$ cat src/rtl/logicgate_pkg.sv
// Shared definitions for the logic-gate pipeline: op encoding and widths.
package logicgate_pkg;

    localparam int OP_W = 3;

    // Function select carried alongside each operand set.
    typedef enum logic [OP_W-1:0] {
        AND3  = 3'd0,
        OR3   = 3'd1,
        NOT   = 3'd2,
        NOR3  = 3'd3,
        NAND3 = 3'd4,
        XOR3  = 3'd5,
        XNOR3 = 3'd6,
        BUF   = 3'd7
    } op_e;

endpackage

$ cat src/rtl/logicgate_core.sv
// Combinational bitwise function unit with all-zeros / all-ones flags.
module logicgate_core
    import logicgate_pkg::*;
#(
    parameter int WIDTH = 8
) (
    input  logic [WIDTH-1:0] i_a,
    input  logic [WIDTH-1:0] i_b,
    input  logic [WIDTH-1:0] i_c,
    input  logic [OP_W-1:0]  i_op,
    output logic [WIDTH-1:0] o_y,
    output logic             o_y_zero,
    output logic             o_y_ones
);

    op_e w_op;
    assign w_op = op_e'(i_op);

    // Select the bitwise function; NOT and BUF look only at operand A.
    always_comb begin
        o_y = '0;
        case (w_op)
            AND3:  o_y = i_a & i_b & i_c;
            OR3:   o_y = i_a | i_b | i_c;
            NOT:   o_y = ~i_a;
            NOR3:  o_y = ~(i_a | i_b | i_c);
            NAND3: o_y = ~(i_a & i_b & i_c);
            XOR3:  o_y = i_a ^ i_b ^ i_c;
            XNOR3: o_y = ~(i_a ^ i_b ^ i_c);
            BUF:   o_y = i_a;
        endcase
    end

    // Flags derive from the same result word, so mixed patterns give 0/0.
    assign o_y_zero = (o_y == '0);
    assign o_y_ones = &o_y;

endmodule

$ cat src/rtl/logicgate_pipe.sv
// Two-stage valid/ready pipeline around logicgate_core.
// S1 holds the operand set, S2 holds the computed result and flags.
module logicgate_pipe
    import logicgate_pkg::*;
#(
    parameter int WIDTH = 8,
    parameter int CNT_W = 16
) (
    input  logic             clk,
    input  logic             rst_n,
    input  logic             in_valid,
    output logic             in_ready,
    input  logic [WIDTH-1:0] a,
    input  logic [WIDTH-1:0] b,
    input  logic [WIDTH-1:0] c,
    input  logic [OP_W-1:0]  op,
    output logic             out_valid,
    input  logic             out_ready,
    output logic [WIDTH-1:0] y,
    output logic             y_zero,
    output logic             y_ones,
    output logic [CNT_W-1:0] txn_count
);

    // Stage 1 state
    logic             r_s1_vld;
    logic [WIDTH-1:0] r_a;
    logic [WIDTH-1:0] r_b;
    logic [WIDTH-1:0] r_c;
    logic [OP_W-1:0]  r_op;

    // Stage 2 state
    logic             r_s2_vld;
    logic [WIDTH-1:0] r_y;
    logic             r_y_zero;
    logic             r_y_ones;

    logic [CNT_W-1:0] r_cnt;

    logic             w_s2_adv;
    logic             w_s1_adv;
    logic             w_out_fire;
    logic [WIDTH-1:0] w_y;
    logic             w_y_zero;
    logic             w_y_ones;

    // Advance conditions ripple backwards from the output; in_valid is
    // deliberately absent so in_ready never loops through the source.
    assign w_out_fire = r_s2_vld & out_ready;
    assign w_s2_adv   = ~r_s2_vld | out_ready;
    assign w_s1_adv   = ~r_s1_vld | w_s2_adv;
    assign in_ready   = w_s1_adv;

    logicgate_core #(
        .WIDTH (WIDTH)
    ) u_core (
        .i_a      (r_a),
        .i_b      (r_b),
        .i_c      (r_c),
        .i_op     (r_op),
        .o_y      (w_y),
        .o_y_zero (w_y_zero),
        .o_y_ones (w_y_ones)
    );

    // S1: capture operands and op whenever the stage can advance.
    always_ff @(posedge clk or negedge rst_n) begin
        if (!rst_n) begin
            r_s1_vld <= 1'b0;
            r_a      <= '0;
            r_b      <= '0;
            r_c      <= '0;
            r_op     <= '0;
        end else if (w_s1_adv) begin
            r_s1_vld <= in_valid;
            if (in_valid) begin
                r_a  <= a;
                r_b  <= b;
                r_c  <= c;
                r_op <= op;
            end
        end
    end

    // S2: capture the result; data holds while stalled so y stays stable.
    always_ff @(posedge clk or negedge rst_n) begin
        if (!rst_n) begin
            r_s2_vld <= 1'b0;
            r_y      <= '0;
            r_y_zero <= 1'b0;
            r_y_ones <= 1'b0;
        end else if (w_s2_adv) begin
            r_s2_vld <= r_s1_vld;
            if (r_s1_vld) begin
                r_y      <= w_y;
                r_y_zero <= w_y_zero;
                r_y_ones <= w_y_ones;
            end
        end
    end

    // Count consumed results; wraps naturally at the counter width.
    always_ff @(posedge clk or negedge rst_n) begin
        if (!rst_n) begin
            r_cnt <= '0;
        end else if (w_out_fire) begin
            r_cnt <= r_cnt + 1'b1;
        end
    end

    assign out_valid = r_s2_vld;
    assign y         = r_y;
    assign y_zero    = r_y_zero;
    assign y_ones    = r_y_ones;
    assign txn_count = r_cnt;

endmodule

$ cat config.mk
export PLATFORM = sky130hd
export DESIGN_NAME = logicgate_pipe
export DESIGN_NICKNAME = d
export VERILOG_FILES = /design/src/rtl/logicgate_pkg.sv /design/src/rtl/logicgate_core.sv /design/src/rtl/logicgate_pipe.sv
export SDC_FILE = /design/constraint.sdc
export NUM_CORES = 1
export LEC_CHECK = 0
export BUFFER_PORTS_ARGS = -buffer_cell sky130_fd_sc_hd__buf_2
export CORE_MARGIN = 3
export CORE_UTILIZATION = 50
export DETAILED_ROUTE_END_ITERATION = 7
export GPL_TIMING_DRIVEN = 0
export PLACE_DENSITY = 0.78
export SYNTH_ARGS = -nofsm -noshare
export SYNTH_HDL_FRONTEND = slang
export SYNTH_SLANG_ARGS = --single-unit
$ cat constraint.sdc
create_clock -name clk -period 2 [get_ports clk]
set_input_delay 0.2 -clock clk [delete_from_list [all_inputs] [get_ports clk]]
set_output_delay 0.2 -clock clk [all_outputs]
set_load 0.01 [all_outputs]
==> results of run 1 <==
logic make-up after synthesis:
| group | count (synthesis) | share of synthesized area [%] |
|---|---|---|
| DFF | 55 | 43.82 |
| xor gates and xnor gates | 20 | 5.578 |
| adders and majority gates | 17 | 6.773 |
| and+or+nand+nor | 82 | 13.35 |
| AOI/OAI and AO/OA | 56 | 11.91 |
| muxes | 40 | 14.06 |
| buffers and inverters | 32 | 4.502 |
registers in the layout, summed over array words and instances (netlist names):
signal	flops
r_c	8
r_s1_vld	1
r_op	3
y_ones	1
y_zero	1
r_b	8
out_valid	1
r_a	8
y	8
txn_count	16
what timing repair did:
action,4_1_cts,5_1_grt
gates resized for setup,11,21
pin swaps,2,9
hold buffers,0,1
buffers inserted,3,10
endpoints found under the hold margin,0,55
endpoints found under the setup margin,12,14
Yosys cell counts (4+ instances only):
library cell / count / area [um^2]
a21oi_1: 17 / 85.08
clkbuf_1: 7 / 26.28
dfrtp_1: 55 / 1376
ha_1: 17 / 212.7
inv_1: 20 / 75.07
mux2_2: 33 / 371.6
mux2i_1: 7 / 70.07
nand2_1: 27 / 101.4
nand2b_1: 10 / 62.56
nand3_1: 5 / 25.02
nand4_1: 6 / 37.54
nor2_1: 10 / 37.54
nor2b_1: 4 / 25.02
nor3_1: 7 / 35.03
nor3b_1: 4 / 30.03
o21ai_0: 10 / 50.05
o31ai_1: 4 / 30.03
xnor2_1: 11 / 96.34
xor2_1: 9 / 78.83
cell type report:
class | instances | area [um^2]
fillers | 492 | 2158
multi-input cells | 215 | 1715
flip-flops and latches | 55 | 1379
repair buffers | 72 | 400.4
well taps | 75 | 93.84
plain buffers | 12 | 77.57
inverters | 20 | 75.07
clock buffers | 5 | 68.82
clock inverters | 3 | 22.52
routing by layer:
metal	vias to the layer above	global-route usage (%)	wire length [um]
li1	1219	-	-
met1	1187	26.93	3043
met2	71	28.95	3363
met3	9	4.078	383
met4	0	5.755	87
met5	-	0	0
placed cells by master (no fill, tap or decap), types with 5 or more instances in the layout:
master,n
nand3_1,5
nand4_1,6
inv_1,18
clkbuf_2,5
buf_4,16
buf_2,57
nor2_1,10
nand2b_1,9
mux2_2,33
nor3_1,7
clkbuf_8,5
xor2_1,8
ha_1,15
mux2i_1,7
xnor2_1,11
o21ai_0,8
dfrtp_1,53
nand2_1,26
a21oi_1,16
through the flow:
| stage | total power, mW | TNS (ns) | cell area, um^2 | worst slack [ns] |
|---|---|---|---|---|
| floorplan | 2.344 | 0 | 3141 | 0.01974 |
| global placement | 2.683 | -0.1641 | 3525 | -0.09636 |
| detailed placement | 2.740 | -0.4600 | 3525 | -0.1914 |
| CTS | 3.429 | -0.04635 | 3680 | -0.04635 |
| global route | 3.782 | -0.1351 | 3832 | -0.09206 |
| finish | 3.527 | 0 | 3832 | 0.0004421 |
where the power goes:
group,total (mW),leakage [nW],internal (mW),switching [mW]
sequential,1.52,0.671,1.33,0.198
combinational,1.37,1.12,0.678,0.689
clock,0.635,0.0485,0.252,0.383
final timing paths:
check / startpoint / to / slack (ns) / cells after the start
worst max register to register: r_b[6] / y_ones / 0.0004 / 8
worst min-delay path: in_valid / r_s1_vld / 0.1 / 2
worst min register to register: txn_count[15] / txn_count[15] / 0.48 / 1
max in group asynchronous: rst_n / r_a[0] / 1.03 / 2
worst max-delay path: r_b[6] / y_ones / 0.0004 / 8
min in group asynchronous: rst_n / txn_count[14] / 0.47 / 2
critical path, stage by stage, from the launching register on:
cell and delay, ns:
dfrtp_1 0.40, inv_2 0.06, ha_4 0.28, xor2_4 0.16, mux2i_1 0.22, o211ai_1 0.11, a32o_2 0.30, nor4b_2 0.22
a32o_1 0.19
==> metrics, run 1 <==
clock buffer count from CTS=5; CTS Buffer Depth=2; synthesized area per cell=10.40 um^2; Initial Utilization=between 50% and 60%; CTS tree=done; Vias=about 2,500; width of the die=approximately 85 um; Hold Crit Class=input pin to flip-flop; RSZ-0062 raised after global routing=true; clk_lat worst skew=slightly above 0.3 ns; status=complete, no violations; Congestion Overflow GR=0; Port Buffer Count=58; # Max-Cap Violations=0; full die area=7268 um^2; Antenna Cells=0; Worst Path Required=between 2 and 2.5 ns; Die Y=85.25 um; vias in the first global route=about 2,300; core footprint=5991 um^2; Critical Path Fanout Max=3; total wire length=roughly 6900 um; drt via density=~5.4; post-synthesis sequential area ratio=43.82%; endpoints failing hold=0; final hold slack=around 0.097 ns; worst relative slew slack=about 54%; number of H-tree levels=2; Placer Congestion=0.8310; yosys warns=0; Netlist cell types=45; Post-synth EDFFs=0; layout cell share with drive strength beyond 1=between 30% and 40%; largest net degree at the start of global routing=56; Layout area overhead=22.03%; GRT Total Usage=a little under a fifth; peak supply drop=between 600 and 700 uV; top_reg_cell synth=dfrtp_1; row count=28; initial DRC count=137; clock skew=around 0.0063 ns; crit start category=flip-flop; Nets=429; pwr dens=between 900 and 1000 nW/um^2; final instance count without filler cells=between 400 and 500; First-pass DRT Iterations=4; Tmin final=2.000 ns; Mapped Area=3141 um^2; fmax=around 0.5 GHz; Reg clk slew, reported paths=~0.10 ns; Post-Synthesis Cells=slightly above 300; placed cells=around 440; Slew @ Worst Pin=a little under 0.7 ns; static leakage power=between 1.5 and 2 nW; Util after Layout=between 60 and 70%; root buffer selected by CTS=clkbuf_8; clk sinks=55; post-synthesis register bit count=55; number of routed nets with antenna violations=0; Syn Nets=350; Ports=slightly below 60; ys async rst share=100.0%; type of the worst setup path=flip-flop to flip-flop; initial antenna violation count=0; Worst EP arrival=about 2.3 ns; first-pass GRT wire length=between 10,000 and 15,000 um; Critical Path End Type=flip-flop; Final setup violation count=0; fin crit share=99.98%; WL/cell=about 15 um; DRC violations left=0; Post-DP HPWL=approximately 4800 um; Pins Over Slew Limit=0
(Power assumes the default switching activity.)
==> inputs of run 2 (changes only) <==
REMOVE_ABC_BUFFERS = 1   (was not set)
==> run 2 against run 1 <==
Clock skew rose by 0.0016 ns; critical path type unchanged; register-to-register slack barely moved; core utilization rose by 1.5 points; clock power rose by 17%; global-route usage rose by 0.30 points; sequential power barely moved; final cell count fell by 1.1%; largest power group unchanged; hold slack got worse by 0.00078 ns; largest cell class unchanged; sequential share of layout area fell by 0.57 points; design area rose by 2.4%; count of clock-buffer cells in the layout did not move; highest routed layer unchanged.
==> metrics, run 2 (synthesis gave the netlist of run 1 again) <==
Sw Ratio=35.09% (-0.93 points); clock buffer count from CTS=5 (unchanged); fmax=0.5039 GHz (+0.75%); Reg2Reg Depth=6 (-2); clk sinks=55 (unchanged); combinational share of power=38.1% (-0.7 points); # Max-Cap Violations=0 (unchanged); R2R Path End=y_zero; most frequent cells in the layout=buf_2 (58), dfrtp_1 (51), mux2_2 (33), nand2_1 (26); worst hold start=in_valid; Slowest Stage Delay on Critical Path=0.54 ns (+0.14 ns); number of H-tree levels=2 (unchanged); Crit path depth=6 (-2); initial antenna violation count=0 (unchanged); CTS tree=done; Port Buffer Count=58 (unchanged); final instance count without filler cells=452 (-1.1%); vias in the first global route=2,369 (+2.3%); clock skew=0.007861 ns (+0.001605 ns); static leakage power=1.851 nW (+0.79%); CTS Buffer Depth=2 (unchanged); Critical Path Fanout Max=11 (+8); Antenna Cells=0 (unchanged); WL/cell=15.40 um (+2.3%); Nets=425 (-0.93%); peak supply drop=576.0 uV (-17%); Layout area overhead=24.90%; pwr dens=944.9 nW/um^2 (+2.7%); crit-path cells=buf_6, nor3_4, a21oi_2, a221o_1, or3_1, o31ai_2; Initial Utilization=52.42% (unchanged); crit-path leading delay family=compound AO/OA/AOI/OAI gates; Tmin final=1.985 ns (-0.01484 ns); Worst EP arrival=2.22 ns (-0.03 ns); Vias=2,506 (+0.80%); DRC violations left=0 (unchanged); First-pass DRT Iterations=5 (+1); Post-DP HPWL=4428 um (-8.3%); Congestion Overflow GR=0 (unchanged); status=complete, no violations; core footprint=5991 um^2 (unchanged); first-pass GRT wire length=11,340 um (+2.6%); Reg2Reg Setup Slack=0.02 ns (about the same); hold path cells=2 (unchanged); dpl ws=-0.4992 ns (-0.3078 ns); number of routed nets with antenna violations=0 (unchanged); sequential share of power=41.7% (-1.5 points); Critical Path End Type=flip-flop; crit start category=flip-flop; GRT Total Usage=19.19% (+0.30 points); root buffer selected by CTS=clkbuf_8; clk_lat worst skew=0.32 ns (about the same); Worst Path Required=2.24 ns (about the same); power share of the clock group=20.1% (+2.1 points); Hold Path End=r_s1_vld; Die Y=85.25 um (unchanged); RSZ-0062 raised after global routing=true; placed cells=423 (-2.8%); drt via density=5.544 (+1.9%); fin crit share=99.24% (-0.74 points); Pint=2.406 mW (+6.6%); Largest register FFs=16 (unchanged); layout cell share with drive strength beyond 1=40.05% (+2.6 points); Hold Crit Class=input pin to flip-flop; final worst slack=0.01528 ns (+0.01484 ns); Ports=59 (unchanged); worst relative slew slack=56.38% (+1.9 points); width of the die=85.25 um (unchanged); Worst R2R Start=r_op[1]; type of the worst setup path=flip-flop to flip-flop; Sw Pwr=1.300 mW (+2.4%); largest net degree at the start of global routing=56 (unchanged); endpoints failing hold=0 (unchanged); fillers=465 (-5.5%); Slew @ Worst Pin=0.6544 ns (-0.02885 ns); Placer Congestion=0.7950 (-4.3%); full die area=7268 um^2 (unchanged); Final setup violation count=0 (unchanged); CP bufs+invs=1 (unchanged); most common cell after layout, fill and taps aside=buf_2; Pins Over Slew Limit=0 (unchanged); final hold slack=0.09573 ns (-0.0007773 ns); initial DRC count=137 (unchanged); row count=28 (unchanged); Reg clk slew, reported paths=0.10 ns (about the same); total wire length=6963 um (+1.2%); CP max stage cell=dfrtp_4
run 2: changes by cell type in the layout (fill, tap and decap cells not counted), sizes merged:
cell / delta
inv: -1
clkbuf: -8
clkinv: -2
bufinv: +1
clkinvlp: +1
buf: +4
run 2: worst max path at each step:
stage / startpoint / endpoint
final: r_op[1] / y_zero
after global routing: r_a[4] / y_ones
after CTS: r_a[6] / y_ones
after detailed placement: r_op[1] / y_zero
after global placement: r_op[1] / y_zero
after floorplan: r_op[2] / y_zero
run 2: power groups by stage:
| stage | clock [mW] | combinational (mW) | sequential [mW] |
|---|---|---|---|
| after floorplan | 0 | 0.698 | 1.61 |
| after global placement | 0 | 1.06 | 1.59 |
| after detailed placement | 0 | 1.10 | 1.60 |
| after CTS | 0.751 | 1.31 | 1.54 |
| after global routing | 0.797 | 1.55 | 1.59 |
| final | 0.745 | 1.41 | 1.55 |
run 2: cell type report:
type | instances | area [um^2] | area share [%]
Inverter | 20 | 75.07 | 1.914
Tap cell | 75 | 93.84 | 2.392
Clock inverter | 2 | 37.54 | 0.9569
Multi-Input combinational cell | 215 | 1764 | 44.98
Sequential cell | 55 | 1389 | 35.41
Clock buffer | 5 | 68.82 | 1.754
Timing Repair Buffer | 80 | 494.2 | 12.60
run 2: worst reg2reg max path, stage by stage (launching register included):
cell     delay, ns
dfrtp_4       0.54
buf_6         0.17
nor3_4        0.22
a21oi_2       0.08
a221o_1       0.34
or3_1         0.33
o31ai_2       0.23
run 2: per-layer routing:
metal  share of wire [%]  global-route usage [%]  vias up
met3                 5.1                   3.495       11
met4                 1.4                   4.892        0
met5                   0                       0        -
met2                  49                   32.20       74
li1                    -                       -     1209
met1                  44                   25.72     1212
run 2: repair_timing:
item,4_1_cts,5_1_grt
gates resized for setup,20,22
pin swaps,5,15
buffers inserted,17,3
hold buffers,0,1
setup endpoints to repair,9,28
endpoints found under the hold margin,0,27
run 2: stage by stage:
stage | setup TNS, ns | instance area [um^2] | util, % | power [mW]
floorplan | -0.1429 | 3074 | - | 2.313
global placement | -1.846 | 3458 | 57.73 | 2.650
detailed placement | -2.330 | 3458 | 57.73 | 2.697
CTS | 0 | 3785 | 63.18 | 3.592
global route | -0.1487 | 3923 | 65.48 | 3.942
finish | 0 | 3923 | 65.48 | 3.706
